### src/rtl/rv_ctl_pkg.sv
// Shared encodings for the multicycle control unit: opcodes, mux selects,
// ALU op codes, FSM states and the control-output bundle.
package rv_ctl_pkg;

    localparam logic [6:0] OP_R      = 7'b0110011;
    localparam logic [6:0] OP_IMM    = 7'b0010011;
    localparam logic [6:0] OP_LOAD   = 7'b0000011;
    localparam logic [6:0] OP_STORE  = 7'b0100011;
    localparam logic [6:0] OP_BRANCH = 7'b1100011;
    localparam logic [6:0] OP_JAL    = 7'b1101111;

    localparam logic       PC_PLUS4  = 1'b0;
    localparam logic       PC_ALU    = 1'b1;

    localparam logic [1:0] WB_MDR    = 2'd0;
    localparam logic [1:0] WB_ALUOUT = 2'd1;
    localparam logic [1:0] WB_PC     = 2'd2;

    localparam logic [1:0] IMM_J     = 2'd0;
    localparam logic [1:0] IMM_B     = 2'd1;
    localparam logic [1:0] IMM_S     = 2'd2;
    localparam logic [1:0] IMM_L     = 2'd3;

    localparam logic       ALUA_REG  = 1'b0;
    localparam logic       ALUA_PCC  = 1'b1;
    localparam logic       ALUB_REG  = 1'b0;
    localparam logic       ALUB_IMM  = 1'b1;

    localparam logic [3:0] ALU_ADD   = 4'd0;
    localparam logic [3:0] ALU_SUB   = 4'd1;
    localparam logic [3:0] ALU_SLL   = 4'd2;
    localparam logic [3:0] ALU_SLT   = 4'd3;
    localparam logic [3:0] ALU_SLTU  = 4'd4;
    localparam logic [3:0] ALU_XOR   = 4'd5;
    localparam logic [3:0] ALU_SRL   = 4'd6;
    localparam logic [3:0] ALU_SRA   = 4'd7;
    localparam logic [3:0] ALU_OR    = 4'd8;
    localparam logic [3:0] ALU_AND   = 4'd9;

    typedef enum logic [3:0] {
        S_FETCH,
        S_DECODE,
        S_EXEC_R,
        S_EXEC_I,
        S_ALU_WB,
        S_MEM_ADDR,
        S_MEM_RD,
        S_MEM_WB,
        S_MEM_WR,
        S_BRANCH,
        S_JAL,
        S_HALT
    } state_t;

    typedef struct packed {
        logic       pcsourse;
        logic       pcwrite;
        logic       pccen;
        logic       irwrite;
        logic       regwen;
        logic       mdrwrite;
        logic       memwrite;
        logic [1:0] wbsel;
        logic [1:0] immsel;
        logic       asel;
        logic       bsel;
        logic [3:0] alusel;
        logic       illegal;
    } ctl_t;

endpackage

### src/rtl/rv_alu_dec.sv
// ALU operation decoder: maps funct3/funct7 to an ALU op and flags
// funct combinations this core does not implement (srai included).
module rv_alu_dec
    import rv_ctl_pkg::*;
(
    input  logic [2:0] i_funct3,
    input  logic [6:0] i_funct7,
    input  logic       i_is_rtype,
    input  logic       i_is_opimm,
    output logic [3:0] o_alusel,
    output logic       o_illegal_funct
);

    logic w_alt;
    logic w_f7_zero;
    logic w_f7_alt;

    assign w_alt     = i_is_rtype && i_funct7[5];
    assign w_f7_zero = (i_funct7 == 7'h00);
    assign w_f7_alt  = (i_funct7 == 7'h20);

    always_comb begin
        o_alusel = ALU_ADD;
        unique case (i_funct3)
            3'b000: o_alusel = w_alt ? ALU_SUB : ALU_ADD;
            3'b001: o_alusel = ALU_SLL;
            3'b010: o_alusel = ALU_SLT;
            3'b011: o_alusel = ALU_SLTU;
            3'b100: o_alusel = ALU_XOR;
            3'b101: o_alusel = w_alt ? ALU_SRA : ALU_SRL;
            3'b110: o_alusel = ALU_OR;
            3'b111: o_alusel = ALU_AND;
            default: o_alusel = ALU_ADD;
        endcase
    end

    // Immediate shifts carry funct7 in imm[11:5]; only the logical forms exist here.
    always_comb begin
        o_illegal_funct = 1'b0;
        if (i_is_rtype) begin
            o_illegal_funct = !(w_f7_zero ||
                (w_f7_alt && (i_funct3 == 3'b000 || i_funct3 == 3'b101)));
        end else if (i_is_opimm &&
                     (i_funct3 == 3'b001 || i_funct3 == 3'b101)) begin
            o_illegal_funct = !w_f7_zero;
        end
    end

endmodule

### src/rtl/rv_ctl.sv
// Multicycle control FSM, instruction decode and retired-instruction counter.
// Define RV_CTL_ILLEGAL_HALT_EN to park in HALT on an illegal instruction.
module rv_ctl
    import rv_ctl_pkg::*;
#(
    parameter int DPWIDTH = 32
)
(
    input  logic               clk,
    input  logic               rst,
    input  logic [DPWIDTH-1:0] instr,
    input  logic               zero,
    output logic               pcsourse,
    output logic               pcwrite,
    output logic               pccen,
    output logic               irwrite,
    output logic               regwen,
    output logic               mdrwrite,
    output logic               memwrite,
    output logic [1:0]         wbsel,
    output logic [1:0]         immsel,
    output logic               asel,
    output logic               bsel,
    output logic [3:0]         alusel,
    output logic               illegal,
    output logic [DPWIDTH-1:0] instret
);

    state_t             r_state;
    state_t             w_next;
    logic [DPWIDTH-1:0] r_instret;
    ctl_t               w_ctl;

    logic [6:0] w_op;
    logic [2:0] w_f3;
    logic [6:0] w_f7;
    logic       w_is_r, w_is_i, w_is_ld, w_is_st, w_is_br, w_is_jal;
    logic       w_legal;
    logic       w_illegal_funct;
    logic [3:0] w_alusel;
    logic       w_retire;
    logic       w_unused;

    assign w_op     = instr[6:0];
    assign w_f3     = instr[14:12];
    assign w_f7     = instr[31:25];
    assign w_unused = &{1'b0, instr[24:15], instr[11:7]};

    assign w_is_r   = (w_op == OP_R);
    assign w_is_i   = (w_op == OP_IMM);
    assign w_is_ld  = (w_op == OP_LOAD);
    assign w_is_st  = (w_op == OP_STORE);
    assign w_is_br  = (w_op == OP_BRANCH);
    assign w_is_jal = (w_op == OP_JAL);

    rv_alu_dec u_alu_dec (
        .i_funct3        (w_f3),
        .i_funct7        (w_f7),
        .i_is_rtype      (w_is_r),
        .i_is_opimm      (w_is_i),
        .o_alusel        (w_alusel),
        .o_illegal_funct (w_illegal_funct)
    );

    always_comb begin
        w_legal = 1'b0;
        unique case (1'b1)
            w_is_r, w_is_i:   w_legal = !w_illegal_funct;
            w_is_ld, w_is_st: w_legal = (w_f3 == 3'b010);
            w_is_br:          w_legal = (w_f3[2:1] == 2'b00);
            w_is_jal:         w_legal = 1'b1;
            default:          w_legal = 1'b0;
        endcase
    end

    always_comb begin
        w_next = r_state;
        unique case (r_state)
            S_FETCH:  w_next = S_DECODE;
            S_DECODE: begin
                if (!w_legal) begin
`ifdef RV_CTL_ILLEGAL_HALT_EN
                    w_next = S_HALT;
`else
                    w_next = S_FETCH;
`endif
                end else begin
                    unique case (1'b1)
                        w_is_r:           w_next = S_EXEC_R;
                        w_is_i:           w_next = S_EXEC_I;
                        w_is_ld, w_is_st: w_next = S_MEM_ADDR;
                        w_is_br:          w_next = S_BRANCH;
                        w_is_jal:         w_next = S_JAL;
                        default:          w_next = S_FETCH;
                    endcase
                end
            end
            S_EXEC_R, S_EXEC_I: w_next = S_ALU_WB;
            S_MEM_ADDR: w_next = w_is_st ? S_MEM_WR : S_MEM_RD;
            S_MEM_RD:   w_next = S_MEM_WB;
            S_ALU_WB, S_MEM_WB, S_MEM_WR, S_BRANCH, S_JAL:
                        w_next = S_FETCH;
            S_HALT:     w_next = S_HALT;
            default:    w_next = S_FETCH;
        endcase
    end

    // Final cycle of every legal instruction; illegal NOPs leave from DECODE.
    assign w_retire = r_state inside {S_ALU_WB, S_MEM_WB, S_MEM_WR,
                                      S_BRANCH, S_JAL};

    always_ff @(posedge clk) begin
        if (rst) begin
            r_state   <= S_FETCH;
            r_instret <= '0;
        end else begin
            r_state <= w_next;
            if (w_retire)
                r_instret <= r_instret + {{(DPWIDTH-1){1'b0}}, 1'b1};
        end
    end

    always_comb begin
        w_ctl = '0;
        unique case (r_state)
            S_FETCH: begin
                w_ctl.irwrite  = 1'b1;
                w_ctl.pccen    = 1'b1;
                w_ctl.pcwrite  = 1'b1;
                w_ctl.pcsourse = PC_PLUS4;
            end
            S_DECODE: begin
                w_ctl.asel    = ALUA_PCC;
                w_ctl.bsel    = ALUB_IMM;
                w_ctl.alusel  = ALU_ADD;
                w_ctl.immsel  = w_is_jal ? IMM_J : IMM_B;
                w_ctl.illegal = !w_legal;
            end
            S_EXEC_R: begin
                w_ctl.asel   = ALUA_REG;
                w_ctl.bsel   = ALUB_REG;
                w_ctl.alusel = w_alusel;
            end
            S_EXEC_I: begin
                w_ctl.asel   = ALUA_REG;
                w_ctl.bsel   = ALUB_IMM;
                w_ctl.immsel = IMM_L;
                w_ctl.alusel = w_alusel;
            end
            S_ALU_WB: begin
                w_ctl.wbsel  = WB_ALUOUT;
                w_ctl.regwen = 1'b1;
            end
            S_MEM_ADDR: begin
                w_ctl.asel   = ALUA_REG;
                w_ctl.bsel   = ALUB_IMM;
                w_ctl.alusel = ALU_ADD;
                w_ctl.immsel = w_is_st ? IMM_S : IMM_L;
            end
            S_MEM_RD: w_ctl.mdrwrite = 1'b1;
            S_MEM_WB: begin
                w_ctl.wbsel  = WB_MDR;
                w_ctl.regwen = 1'b1;
            end
            S_MEM_WR: w_ctl.memwrite = 1'b1;
            S_BRANCH: begin
                w_ctl.asel     = ALUA_REG;
                w_ctl.bsel     = ALUB_REG;
                w_ctl.alusel   = ALU_SUB;
                w_ctl.pcsourse = PC_ALU;
                w_ctl.pcwrite  = w_f3[0] ? !zero : zero;
            end
            S_JAL: begin
                w_ctl.wbsel    = WB_PC;
                w_ctl.regwen   = 1'b1;
                w_ctl.pcwrite  = 1'b1;
                w_ctl.pcsourse = PC_ALU;
            end
            S_HALT:  w_ctl.illegal = 1'b1;
            default: w_ctl = '0;
        endcase
        if (rst)
            w_ctl = '0;
    end

    assign pcsourse = w_ctl.pcsourse;
    assign pcwrite  = w_ctl.pcwrite;
    assign pccen    = w_ctl.pccen;
    assign irwrite  = w_ctl.irwrite;
    assign regwen   = w_ctl.regwen;
    assign mdrwrite = w_ctl.mdrwrite;
    assign memwrite = w_ctl.memwrite;
    assign wbsel    = w_ctl.wbsel;
    assign immsel   = w_ctl.immsel;
    assign asel     = w_ctl.asel;
    assign bsel     = w_ctl.bsel;
    assign alusel   = w_ctl.alusel;
    assign illegal  = w_ctl.illegal;
    assign instret  = r_instret;

endmodule

### config.mk
export PLATFORM = sky130hd
export DESIGN_NAME = rv_ctl
export DESIGN_NICKNAME = d
export VERILOG_FILES = /design/src/rtl/rv_ctl_pkg.sv /design/src/rtl/rv_alu_dec.sv /design/src/rtl/rv_ctl.sv
export SDC_FILE = /design/constraint.sdc
export NUM_CORES = 1
export LEC_CHECK = 0
export BUFFER_PORTS_ARGS = -buffer_cell sky130_fd_sc_hd__buf_4
export CORE_MARGIN = 2
export CORE_UTILIZATION = 50
export CTS_CLUSTER_DIAMETER = 50
export DETAILED_ROUTE_END_ITERATION = 12
export MAX_ROUTING_LAYER = met4
export PLACE_DENSITY = 0.81
export RECOVER_POWER = 25
export SYNTH_ARGS = -nofsm -noshare
export SYNTH_HDL_FRONTEND = slang
export SYNTH_SLANG_ARGS = --single-unit
export TNS_END_PERCENT = 1
### constraint.sdc
create_clock -name clk -period 2.35 [get_ports clk]
set_input_delay 0.235 -clock clk [delete_from_list [all_inputs] [get_ports clk]]
set_output_delay 0.235 -clock clk [all_outputs]
set_load 0.03 [all_outputs]
==> results of run 1 <==
==> final timing paths <==
kind	from	endpoint	cells past startpoint
setup reg to reg	r_state[2]	instret[9]	5
setup / recovery	r_state[1]	alusel[0]	7
hold reg to reg	instret[31]	instret[31]	2
hold / removal	instr[4]	r_state[2]	4
==> per-layer routing <==
layer / GRT usage (%) / wire (µm) / vias up
li1: - / - / 1196
met1: 30.4 / 2610 / 1157
met2: 35.5 / 2600 / 64
met3: 4.36 / 293 / 7
met4: 8.60 / 71 / 0
met5: - / 0 / -
==> cells in the final DEF (no fill, tap or decap), types with 4 or more instances in the layout <==
| cell type | instances |
|---|---|
| sky130_fd_sc_hd__mux2i_1 | 4 |
| sky130_fd_sc_hd__inv_1 | 7 |
| sky130_fd_sc_hd__and3_1 | 6 |
| sky130_fd_sc_hd__nand2_1 | 21 |
| sky130_fd_sc_hd__clkbuf_1 | 21 |
| sky130_fd_sc_hd__nor4_1 | 6 |
| sky130_fd_sc_hd__and4_1 | 4 |
| sky130_fd_sc_hd__and2_1 | 5 |
| sky130_fd_sc_hd__nand2b_1 | 7 |
| sky130_fd_sc_hd__a21oi_1 | 16 |
| sky130_fd_sc_hd__or3_1 | 6 |
| sky130_fd_sc_hd__xnor2_1 | 8 |
| sky130_fd_sc_hd__o21ai_0 | 5 |
| sky130_fd_sc_hd__nor3_1 | 9 |
| sky130_fd_sc_hd__nand3_1 | 10 |
| sky130_fd_sc_hd__or4_1 | 8 |
| sky130_fd_sc_hd__xor2_1 | 15 |
| sky130_fd_sc_hd__nand4_1 | 9 |
| sky130_fd_sc_hd__o31ai_1 | 10 |
| sky130_fd_sc_hd__nor2b_1 | 6 |
| sky130_fd_sc_hd__clkbuf_8 | 5 |
| sky130_fd_sc_hd__buf_4 | 57 |
| sky130_fd_sc_hd__dfxtp_1 | 35 |
| sky130_fd_sc_hd__nor2_1 | 38 |
==> state kept, by name, summed over array words and instances, names as in the netlist <==
| register | cells |
|---|---|
| instret | 32 |
| r_state | 4 |
==> worst min-delay path: stages <==
cell,delay (ns)
sky130_fd_sc_hd__buf_4,0.10
sky130_fd_sc_hd__nor3_1,0.05
sky130_fd_sc_hd__nand3_1,0.07
sky130_fd_sc_hd__o31ai_1,0.06
==> cell families after synthesis <==
logic type / Yosys count / share of synthesized area [%]
AO/OA/AOI/OAI: 51 / 15.6
multiplexers: 5 / 2.24
adder cells (fa/ha/maj): 1 / 0.545
buffers and inverters: 27 / 5.02
XOR/XNOR: 23 / 8.78
AND/OR/NAND/NOR: 149 / 36.4
flip-flops: 36 / 31.4
==> cells in the mapped netlist (4+ instances only) <==
cell type                  instances  area share [%]
sky130_fd_sc_hd__nor2_1           38             6.2
sky130_fd_sc_hd__xor2_1           15             5.7
sky130_fd_sc_hd__nor4_1            7             1.9
sky130_fd_sc_hd__nand4_1           9             2.5
sky130_fd_sc_hd__nor2b_1           6             1.6
sky130_fd_sc_hd__nand3_1          10             2.2
sky130_fd_sc_hd__mux2i_1           4             1.7
sky130_fd_sc_hd__or4_1             8             2.6
sky130_fd_sc_hd__inv_1             7             1.1
sky130_fd_sc_hd__dfxtp_1          36              31
sky130_fd_sc_hd__nand2_1          21             3.4
sky130_fd_sc_hd__and3_1            6             1.6
sky130_fd_sc_hd__o21ai_0           5             1.1
sky130_fd_sc_hd__and2_1            5             1.4
sky130_fd_sc_hd__buf_2             5             1.1
sky130_fd_sc_hd__o31ai_1          10             3.3
sky130_fd_sc_hd__or3_1             6             1.6
sky130_fd_sc_hd__and4_1            4             1.5
sky130_fd_sc_hd__xnor2_1           8             3.1
sky130_fd_sc_hd__clkbuf_1         11             1.8
sky130_fd_sc_hd__a21oi_1          16             3.5
sky130_fd_sc_hd__nand2b_1          7             1.9
sky130_fd_sc_hd__nor3_1            9             2.0
==> area by class of cell <==
cell class	instances	area share (%)
clock inverters	3	0.653
repair buffers	78	17.6
multi-input cells	229	51.0
flip-flops and latches	36	25.1
inverters	7	0.915
well taps	52	2.26
clock buffers	5	2.40
==> power groups by stage <==
stage / Combinational [mW] / Sequential [mW] / Clock (mW)
after floorplan: 0.0729 / 0.626 / 0
after global placement: 0.121 / 0.629 / 0
after detailed placement: 0.122 / 0.629 / 0
after CTS: 0.123 / 0.615 / 0.446
after global routing: 0.132 / 0.616 / 0.473
final: 0.122 / 0.616 / 0.436
==> through the flow <==
stage	hold slack, ns	cell area, µm²	utilization [%]	setup TNS [ns]	worst slack [ns]
after floorplan	0.436	2300	-	-0.0441	-0.0441
after global placement	0.456	2860	65.3	0	0.351
after detailed placement	0.494	2860	65.3	0	0.312
after CTS	0.272	2950	67.3	0	0.0959
after global routing	0.310	2870	65.5	0	0.0627
final	0.274	2870	65.5	0	0.225
==> timing repair <==
item / CTS / global route
setup endpoints to repair: 0 / 1
hold endpoints to repair: 0 / 0
hold buffers: 0 / 0
resized for setup: 0 / 1
==> out/metrics.csv, run 1 <==
stage;metric;value;unit
grt;grt_usage;23.1;%
finish;sequential_cell_area;722;µm²
logic_synthesis;netlist_instances;292;
grt;first_pass_grt_wire_length;9.39;mm
floorplan;design.portCount;85;
detailed_routing;vias;2424;
outcome;outcome;finished, final reports clean;
pwr;p_seq_share;52.4;%
grt;initial_antenna_violation_count;0;
timing;maxSlewHeadroom;67.9;%
place;dpl.hpwl;4.13;mm
clock_network;cts_tree;done;
clock_network;cts_post_setup_buffers_inserted;0;
detailed_routing;routed_wl;5.58;mm
logic_synthesis;async_reset_ff_share;0;%
logic_synthesis;synth_nets;328;
clock_network;tritoncts_num_sinks;36;
timing;timing_max_transition_violations_final;0;
timing;tightest_slew;0.482;ns
pwr;switching_power;0.302;mW
clock_network;clkSlewWorstSetupHoldPaths;0.07;ns
grt;first_global_vias;2131;
floorplan;die_area;5150;µm²
finish;num-fill-cells;423;
pwr;p_clk_share;37.2;%
clock_network;cts.htree.levels;2;
logic_synthesis;syn_area;2290;µm²
floorplan;rows;24;
finish;finalNetCount;393;
detailed_routing;route.detailed.wl_per_inst;13.6;µm
worst_setup_path;worst_setup_path_start_kind;register;
logic_synthesis;syn_area_cell;7.86;µm²
floorplan;fp.dieH;71.7;µm
timing;finalCriticalPeriod;2.12;ns
worst_setup_path;timing.critical_path.required;2.12;ns
timing;grt_setup_unrepaired;no;
detailed_routing;drt_pre_antenna_iters;4;
worst_hold_path;hold_path.class;in -> reg;
finish;areaGrowthSynthToFinish;25.2;%
clock_network;clock_buffers_created_by_tritoncts;5;
logic_synthesis;yosysWarningCount;0;
worst_setup_path;worst-path-max-fanout;16;
logic_synthesis;number_of_enable_type_register_cells_in_the_synthesized_netlist;0;
finish;layoutNonFillerInstCount;410;
worst_setup_path;timing.setup.critical_path_class;reg -> out;
worst_setup_path;timing.critical_path.to_type;output pin;
logic_synthesis;synth-seq-cells;36;
worst_setup_path;critical_path.n_buffers_inverters;2;
floorplan;coreArea;4380;µm²
timing;timing_hold_violations_final;0;
detailed_routing;drc;0;
logic_synthesis;ys_types;52;
pwr;report.power.total;1.17;mW
clock_network;worstSkewPairLatency;0.29;ns
detailed_routing;ant_nets;0;
worst_setup_path;cpLargestDelayFamily;flip-flops;
floorplan;initial_cell_density_of_the_core;52.3;%
logic_synthesis;synth-main-ff-cell;sky130_fd_sc_hd__dfxtp_1;
pwr;comb_power_share;10.4;%
detailed_routing;drt_iter0_drc;129;
floorplan;dieWidth;71.7;µm
pwr;cellLeakagePower;1.13;nW
grt;grt_start_max_net_pins;49;
pwr;switching_part_of_the_total;25.8;%
place;finalWeightedCongestion;0.846;
grt;overflow;0;
timing;fmax;0.471;GHz
place;portBuffers;69;
finish;num_antenna_cells;0;
finish;drive_above_1_share;20.7;%
clock_network;max-clock-path-buffers;2;
flow_run;maxCapViolations;0;
clock_network;cts-root-buf;sky130_fd_sc_hd__clkbuf_8;
worst_setup_path;critical-path-max-stage-delay;0.44;ns
pwr;power_density;409;nW/µm²
worst_setup_path;rrSetupSlack;0.30;ns
timing;min_period_over_period;90.4;%
detailed_routing;post_drt_via_cell_ratio;5.91;
worst_setup_path;critical_path.cell_chain;buf_4 -> nand2b_1 -> nor2_1 -> o21ai_0 -> o32a_1 -> nor2_1 -> buf_4;
place;place_inst;402;
timing;fin_worst_skew;0.00714;ns
worst_setup_path;worst_ep_arrival_time;1.89;ns
logic_synthesis;synth-seq-area-share;31.4;%
pwr;worst_ir_drop_vdd;231;µV
timing;setup_viol;0;
pwr;internal-power;0.872;mW
finish;multi_input_comb_area;1470;µm²
worst_setup_path;slowest_stage;sky130_fd_sc_hd__dfxtp_1;
(Power assumes the default switching activity.)
==> run 2, diff against run 1 <==
clock period = 2 ns   (was 2.35 ns; I/O delays follow)
==> run 2 against run 1 <==
Net effect:
- clock skew grew 0.0042 ns
- sequential power increased by 17%
- die area is the same
- setup slack got worse by 0.20 ns
- non-clock buffer count increased by 14
- combinational power rose by 25%
- register-to-register slack got worse by 0.20 ns
- first-iteration DRC count down 11%
- hold slack got worse by 0.065 ns
- wire length rose by 5.6%
- critical endpoint is now illegal
==> out/metrics.csv, run 2 (same netlist as run 1, synthesis figures left out) <==
stage;metric;value;unit;change
worst_setup_path;slowest_stage;sky130_fd_sc_hd__or3b_4;;was sky130_fd_sc_hd__dfxtp_1
worst_setup_path;worst_r2r_path_depth;5;;unchanged
clock_network;clock_buffers_created_by_tritoncts;5;;unchanged
grt;first_pass_grt_wire_length;9.52;mm;was 9.39 mm
grt;first_global_vias;2136;;was 2131
timing;fin_worst_skew;0.0113;ns;was 0.00714 ns
timing;setup_viol;0;;unchanged
detailed_routing;drc;0;;unchanged
worst_setup_path;timing.setup.critical_path_class;reg -> out;;unchanged
worst_setup_path;critical-path-max-stage-delay;0.41;ns;was 0.44 ns
floorplan;rows;24;;unchanged
detailed_routing;drt_iter0_drc;115;;was 129
grt;busiest_layer;met2;;unchanged
clock_network;worstSkewPairLatency;0.29;ns;about the same
detailed_routing;drt_pre_antenna_iters;4;;unchanged
clock_network;tritoncts_num_sinks;36;;unchanged
finish;mostFrequentLayoutCell;sky130_fd_sc_hd__buf_4;;unchanged
timing;tightest_slew;0.464;ns;was 0.482 ns
clock_network;cts.htree.levels;2;;unchanged
worst_setup_path;worst_ep_arrival_time;1.77;ns;was 1.89 ns
place;dpl-instance-area;2970;µm²;was 2860 µm²
timing;setup-tns-final;0;ns;unchanged
clock_network;max-clock-path-buffers;2;;unchanged
clock_network;cts_tree;done;;unchanged
timing;finalCriticalPeriod;1.97;ns;
flow_run;maxCapViolations;0;;unchanged
floorplan;initial_cell_density_of_the_core;52.3;%;unchanged
timing;fmax;0.506;GHz;
finish;finalNetCount;407;;was 393
pwr;power_density;509;nW/µm²;was 409 nW/µm²
worst_setup_path;critical_path.n_buffers_inverters;1;;was 2
worst_setup_path;crit_path_start;r_state[1];;unchanged
worst_setup_path;rrSetupSlack;0.10;ns;was 0.30 ns
worst_setup_path;worst_setup_path_start_kind;register;;unchanged
floorplan;die_area;5150;µm²;unchanged
grt;grt_start_max_net_pins;34;;was 49
worst_setup_path;critPathCapture;illegal;;was alusel[0]
finish;util_after_layout;70.1;%;was 65.5%
grt;initial_antenna_violation_count;0;;unchanged
pwr;worst_ir_drop_vdd;473;µV;was 231 µV
clock_network;clkSlewWorstSetupHoldPaths;0.07;ns;about the same
floorplan;dieWidth;71.7;µm;unchanged
worst_setup_path;critical_path.cell_chain;nand2b_4 -> nor4_2 -> or3b_4 -> o31ai_1 -> buf_4;;was buf_4 -> nand2b_1 -> nor2_1 -> o21ai_0 -> o32a_1 -> nor2_1 -> buf_4
grt;grt_util_met3;3.23;%;was 4.36%
detailed_routing;routed_wl;5.90;mm;was 5.58 mm
detailed_routing;route.detailed.wl_per_inst;13.9;µm;was 13.6 µm
place;portBuffers;69;;unchanged
detailed_routing;vias;2449;;was 2424
timing;maxSlewHeadroom;68.6;%;was 67.9%
detailed_routing;post_drt_via_cell_ratio;5.78;;was 5.91
timing;timing_max_transition_violations_final;0;;unchanged
outcome;outcome;finished, final reports clean;;unchanged
worst_hold_path;hold_path.class;in -> reg;;unchanged
finish;final_design_area_no_fill;3070;µm²;was 2870 µm²
detailed_routing;ant_nets;0;;unchanged
grt;overflow;0;;unchanged
worst_setup_path;worst-path-max-fanout;9;;was 16
finish;num-fill-cells;398;;was 423
finish;num_antenna_cells;0;;unchanged
finish;layout.cells.most_common_list;sky130_fd_sc_hd__buf_4 (73), sky130_fd_sc_hd__nor2_1 (38), sky130_fd_sc_hd__dfxtp_1 (31), sky130_fd_sc_hd__nand2_1 (21), sky130_fd_sc_hd__clkbuf_1 (19);;was sky130_fd_sc_hd__buf_4 (57), sky130_fd_sc_hd__nor2_1 (38), sky130_fd_sc_hd__dfxtp_1 (35), sky130_fd_sc_hd__nand2_1 (21), sky130_fd_sc_hd__clkbuf_1 (21)
place;dpl.hpwl;4.31;mm;was 4.13 mm
clock_network;cts-root-buf;sky130_fd_sc_hd__clkbuf_8;;unchanged
timing;min_period_over_period;98.7;%;
grt;grt_usage;23.1;%;about the same
worst_setup_path;timing.critical_path.to_type;output pin;;unchanged
finish;drive_above_1_share;26.3;%;was 20.7%
worst_setup_path;regToRegStartpoint;instret[13];;was r_state[2]
floorplan;design.portCount;85;;unchanged
finish;areaGrowthSynthToFinish;34.0;%;was 25.2%
pwr;cellLeakagePower;1.25;nW;was 1.13 nW
grt;met1_usage;29.5;%;was 30.4%
floorplan;fp.dieH;71.7;µm;unchanged
timing;timing_hold_violations_final;0;;unchanged
floorplan;coreArea;4380;µm²;unchanged
worst_setup_path;r2r_end;instret[29];;was instret[9]
worst_setup_path;timing.critical_path.required;1.80;ns;was 2.12 ns
timing;grt_setup_unrepaired;yes;;was no
clock_network;postCtsHoldBufs;0;;unchanged
pwr;report.power.total;1.57;mW;was 1.17 mW
finish;largest_register_ffs;32;;unchanged
grt;grt_util_met2;37.6;%;was 35.5%
worst_setup_path;cp.depth;5;;was 7
place;finalWeightedCongestion;0.885;;was 0.846
worst_setup_path;cpLargestDelayFamily;simple AND/OR/NAND/NOR gates;;was flip-flops
worst_hold_path;worstHoldPathCells;2;;was 4
-- run 2: cell types whose count changed in the layout (fill, tap and decap cells not counted), moves of 2 or more --
cell | previous run | this run
sky130_fd_sc_hd__buf_4 | 57 | 73
sky130_fd_sc_hd__dfxtp_1 | 35 | 31
sky130_fd_sc_hd__dfxtp_2 | 1 | 4
sky130_fd_sc_hd__clkbuf_1 | 21 | 19
sky130_fd_sc_hd__clkbuf_8 | 5 | 7
sky130_fd_sc_hd__clkinv_2 | 2 | 0
sky130_fd_sc_hd__nand2b_1 | 7 | 5
sky130_fd_sc_hd__nand2b_4 | 0 | 2
sky130_fd_sc_hd__nand4_2 | 3 | 1
sky130_fd_sc_hd__nand4_4 | 0 | 2
-- run 2: per-layer routing --
metal / vias to the layer above / part of all wire [%] / wire (µm)
li1: 1217 / - / -
met1: 1151 / 44 / 2620
met2: 75 / 49 / 2910
met3: 6 / 5.2 / 306
met4: 0 / 0.90 / 53
met5: - / 0 / 0
-- run 2: final cells by class --
cell class	count	area [µm²]	share of cell area, %
multi-input combinational	229	1510	49.0
clock inverter	1	30.0	0.977
timing repair buffer	92	619	20.1
clock buffer	7	96.3	3.13
sequential	36	729	23.7
inverter	7	26.3	0.855
tap	52	65.1	2.12
-- run 2: power by group --
part           switching, mW  total, mW  leakage (nW)  internal [mW]
Clock                  0.253      0.693        0.0645          0.440
Sequential           0.00378      0.721         0.293          0.717
Combinational         0.0831      0.153         0.893         0.0698
-- run 2: metrics by stage --
step | cells | setup WS, ns | hold slack (ns)
after detailed placement | 416 | 0.115 | 0.478
after CTS | 424 | 0.0292 | 0.201
after floorplan | 292 | -0.274 | 0.401
after global placement | 416 | 0.104 | 0.466
final | 424 | 0.0253 | 0.209
after global routing | 424 | -0.0335 | 0.214
-- run 2: worst reg2reg max path: stages (launching register included) --
cell and delay [ns]:
sky130_fd_sc_hd__dfxtp_1 0.41, sky130_fd_sc_hd__and4_2 0.29, sky130_fd_sc_hd__and4_1 0.29, sky130_fd_sc_hd__nand4_2 0.19
sky130_fd_sc_hd__or4_1 0.51, sky130_fd_sc_hd__a21oi_1 0.14
-- run 2: worst min-delay path by stage --
stage / start / end / slack, ns
3_3_place_gp: instret[31] / instret[31] / 0.47
4_1_cts: rst / instret[4] / 0.20
3_5_place_dp: instret[31] / instret[31] / 0.48
2_1_floorplan: instr[6] / r_state[2] / 0.40
5_1_grt: rst / instret[4] / 0.21
6_report: rst / instret[4] / 0.21
-- run 2: what timing repair did --
item	in CTS	in global routing
setup buffers	0	0
pin swaps	1	1
gates resized for setup	5	7
setup endpoints to repair	1	11
==> run 3, diff against run 2 <==
--- a/config.mk
+++ b/config.mk
@@ -12,2 +12,3 @@
 export DETAILED_ROUTE_END_ITERATION = 12
+export GPL_TIMING_DRIVEN = 0
 export MAX_ROUTING_LAYER = met4
@@ -15,2 +16,3 @@
 export RECOVER_POWER = 25
+export REMOVE_ABC_BUFFERS = 1
 export SYNTH_ARGS = -nofsm -noshare
--- a/constraint.sdc
+++ b/constraint.sdc
@@ -3,2 +3,2 @@
 set_output_delay 0.2 -clock clk [all_outputs]
-set_load 0.03 [all_outputs]
+set_load 0.005 [all_outputs]
==> run 3 against run 2 <==
Net effect:
- the flow now finishes with violations (negative setup slack)
- combinational power fell by 16%
- clock-buffer cell count is 2 lower
- utilization is 1.9 points lower
- hold slack better by 0.056 ns
- first-iteration DRC count down 17%
- critical endpoint unchanged
==> out/metrics.csv, run 3 (same netlist as run 1, synthesis figures left out) <==
stage;metric;value;unit;change
finish;util_after_layout;68.2;%;was 70.1%
timing;fin_worst_skew;0.00887;ns;was 0.0113 ns
clock_network;tritoncts_num_sinks;36;;unchanged
worst_hold_path;hold_path.class;in -> reg;;unchanged
grt;grt_usage;22.6;%;was 23.1%
place;portBuffers;69;;unchanged
pwr;switching_power;0.343;mW;was 0.340 mW
detailed_routing;post_drt_via_cell_ratio;5.88;;was 5.78
floorplan;initial_cell_density_of_the_core;52.3;%;unchanged
clock_network;cts_tree;done;;unchanged
grt;first_pass_grt_wire_length;9.27;mm;was 9.52 mm
place;dpl-instance-area;2790;µm²;was 2970 µm²
worst_setup_path;worst-path-max-fanout;12;;was 9
worst_hold_path;min_to;r_state[2];;was instret[4]
floorplan;coreArea;4380;µm²;unchanged
timing;maxSlewHeadroom;46.5;%;was 68.6%
detailed_routing;route.detailed.wl_per_inst;13.9;µm;about the same
detailed_routing;vias;2401;;was 2449
outcome;violations_in_the_final_reports;negative setup slack;;
floorplan;dieWidth;71.7;µm;unchanged
timing;timing_hold_violations_final;0;;unchanged
finish;final_design_area_no_fill;2990;µm²;was 3070 µm²
grt;grt_start_max_net_pins;49;;was 34
timing;tightest_slew;0.794;ns;was 0.464 ns
outcome;outcome;finished, violations left;;was finished, final reports clean
worst_hold_path;worstHoldPathCells;4;;was 2
worst_hold_path;hold_path_startpoint;instr[4];;was rst
grt;first_global_vias;2107;;was 2136
clock_network;cts-root-buf;sky130_fd_sc_hd__clkbuf_8;;unchanged
pwr;comb_power_share;9.4;%;was 9.8%
pwr;switching_part_of_the_total;25.1;%;was 21.7%
detailed_routing;drt_iter0_drc;95;;was 115
worst_setup_path;worst_ep_arrival_time;1.85;ns;was 1.77 ns
worst_setup_path;timing.critical_path.to_type;output pin;;unchanged
floorplan;die_area;5150;µm²;unchanged
timing;postLayoutSetupSlackWorst;-0.0475;ns;was 0.0253 ns
clock_network;clkSlewWorstSetupHoldPaths;0.07;ns;about the same
place;finalWeightedCongestion;0.794;;was 0.885
worst_setup_path;rrSetupSlack;0.02;ns;was 0.10 ns
finish;finalNetCount;391;;was 407
grt;overflow;0;;unchanged
timing;grt_setup_unrepaired;yes;;unchanged
clock_network;max-clock-path-buffers;2;;unchanged
clock_network;cts.htree.levels;2;;unchanged
floorplan;rows;24;;unchanged
flow_run;maxCapViolations;0;;unchanged
finish;largest_register_ffs;32;;unchanged
finish;drive_above_1_share;30.1;%;was 26.3%
finish;layout.cells.most_common_list;sky130_fd_sc_hd__buf_4 (73), sky130_fd_sc_hd__nor2_1 (38), sky130_fd_sc_hd__dfxtp_1 (27), sky130_fd_sc_hd__nand2_1 (20), sky130_fd_sc_hd__a21oi_1 (16);;was sky130_fd_sc_hd__buf_4 (73), sky130_fd_sc_hd__nor2_1 (38), sky130_fd_sc_hd__dfxtp_1 (31), sky130_fd_sc_hd__nand2_1 (21), sky130_fd_sc_hd__clkbuf_1 (19)
worst_setup_path;worst_r2r_path_depth;5;;unchanged
finish;num_antenna_cells;0;;unchanged
floorplan;fp.dieH;71.7;µm;unchanged
detailed_routing;ant_nets;0;;unchanged
pwr;cellLeakagePower;1.24;nW;was 1.25 nW
detailed_routing;drt_pre_antenna_iters;4;;unchanged
worst_setup_path;timing.setup.critical_path_class;reg -> out;;unchanged
clock_network;postCtsHoldBufs;0;;unchanged
grt;initial_antenna_violation_count;0;;unchanged
finish;areaGrowthSynthToFinish;30.4;%;was 34.0%
place;dpl.hpwl;3.95;mm;was 4.31 mm
floorplan;design.portCount;85;;unchanged
detailed_routing;drc;0;;unchanged
worst_setup_path;timing.critical_path.required;1.80;ns;about the same
pwr;worst_ir_drop_vdd;361;µV;was 473 µV
worst_setup_path;crit_path_start;r_state[1];;unchanged
timing;fmax;0.488;GHz;was 0.506 GHz
timing;min_period_over_period;102;%;was 98.7%
finish;mostFrequentLayoutCell;sky130_fd_sc_hd__buf_4;;unchanged
worst_setup_path;r2r_end;instret[9];;was instret[29]
worst_setup_path;regToRegStartpoint;r_state[2];;was instret[13]
finish;num-fill-cells;376;;was 398
timing;setup_viol;1;;was 0
pwr;power_density;457;nW/µm²;was 509 nW/µm²
worst_setup_path;worst_setup_path_start_kind;register;;unchanged
timing;finalCriticalPeriod;2.05;ns;was 1.97 ns
clock_network;worstSkewPairLatency;0.29;ns;about the same
pwr;p_seq_share;52.9;%;was 46.0%
pwr;p_clk_share;37.7;%;was 44.2%
timing;timing_max_transition_violations_final;0;;unchanged
pwr;internal-power;1.02;mW;was 1.23 mW
detailed_routing;routed_wl;5.67;mm;was 5.90 mm
clock_network;clock_buffers_created_by_tritoncts;5;;unchanged
run 3: changes by cell type in the layout (fill, tap and decap cells not counted), sizes merged:
cell / delta
clkinv: +3
bufinv: -1
clkbuf: -18
run 3: per-layer routing:
metal	global-route usage, %	vias to the layer above	part of all wire (%)
met5	-	-	0
met4	5.66	0	1.2
met3	4.36	4	4.8
met2	37.2	65	49
met1	28.7	1142	45
li1	-	1190	-
run 3: critical path, stage by stage, from the launching register on:
cell                       delay, ns
sky130_fd_sc_hd__dfxtp_4        0.39
sky130_fd_sc_hd__nand2b_4       0.18
sky130_fd_sc_hd__nor4_4         0.35
sky130_fd_sc_hd__or3b_4         0.41
sky130_fd_sc_hd__o31ai_1        0.08
sky130_fd_sc_hd__buf_4          0.15
run 3: metrics by stage:
stage | power [mW] | setup WS, ns | hold slack, ns | cells | setup TNS [ns]
2_1_floorplan | 0.785 | -0.0842 | 0.269 | 272 | -0.0842
3_3_place_gp | 0.859 | -0.419 | 0.466 | 393 | -2.55
3_5_place_dp | 0.860 | -0.444 | 0.477 | 393 | -2.99
4_1_cts | 1.37 | -0.206 | 0.251 | 404 | -0.206
5_1_grt | 1.42 | -0.103 | 0.281 | 408 | -0.246
6_report | 1.37 | -0.0475 | 0.264 | 408 | -0.0475
run 3: cell type report:
| cell class | instances | area [µm²] | area share [%] |
|---|---|---|---|
| sequential | 36 | 739 | 24.7 |
| multi-input combinational | 229 | 1500 | 50.2 |
| inverter | 7 | 26.3 | 0.878 |
| tap | 52 | 65.1 | 2.17 |
| timing repair buffer | 76 | 571 | 19.1 |
| clock buffer | 5 | 68.8 | 2.30 |
| clock inverter | 3 | 18.8 | 0.627 |
run 3: power groups by stage:
stage          Clock, mW  Sequential, mW  Combinational, mW
5_1_grt            0.558           0.724              0.141
2_1_floorplan          0           0.740             0.0450
3_5_place_dp           0           0.742              0.118
6_report           0.516           0.723              0.129
4_1_cts            0.530           0.723              0.121
3_3_place_gp           0           0.742              0.117
run 3: what timing repair did:
item | 4_1_cts | 5_1_grt
pin swaps | 2 | 1
setup endpoints to repair | 22 | 13
endpoints found under the hold margin | 0 | 0
gates resized for setup | 11 | 12
buffers inserted | 3 | 4
run 3: worst max path at each step:
stage / end / depth (start not counted)
after detailed placement: instret[9] / 5
after global routing: illegal / 5
after CTS: illegal / 5
after global placement: instret[9] / 5
final: illegal / 5
after floorplan: instret[9] / 5
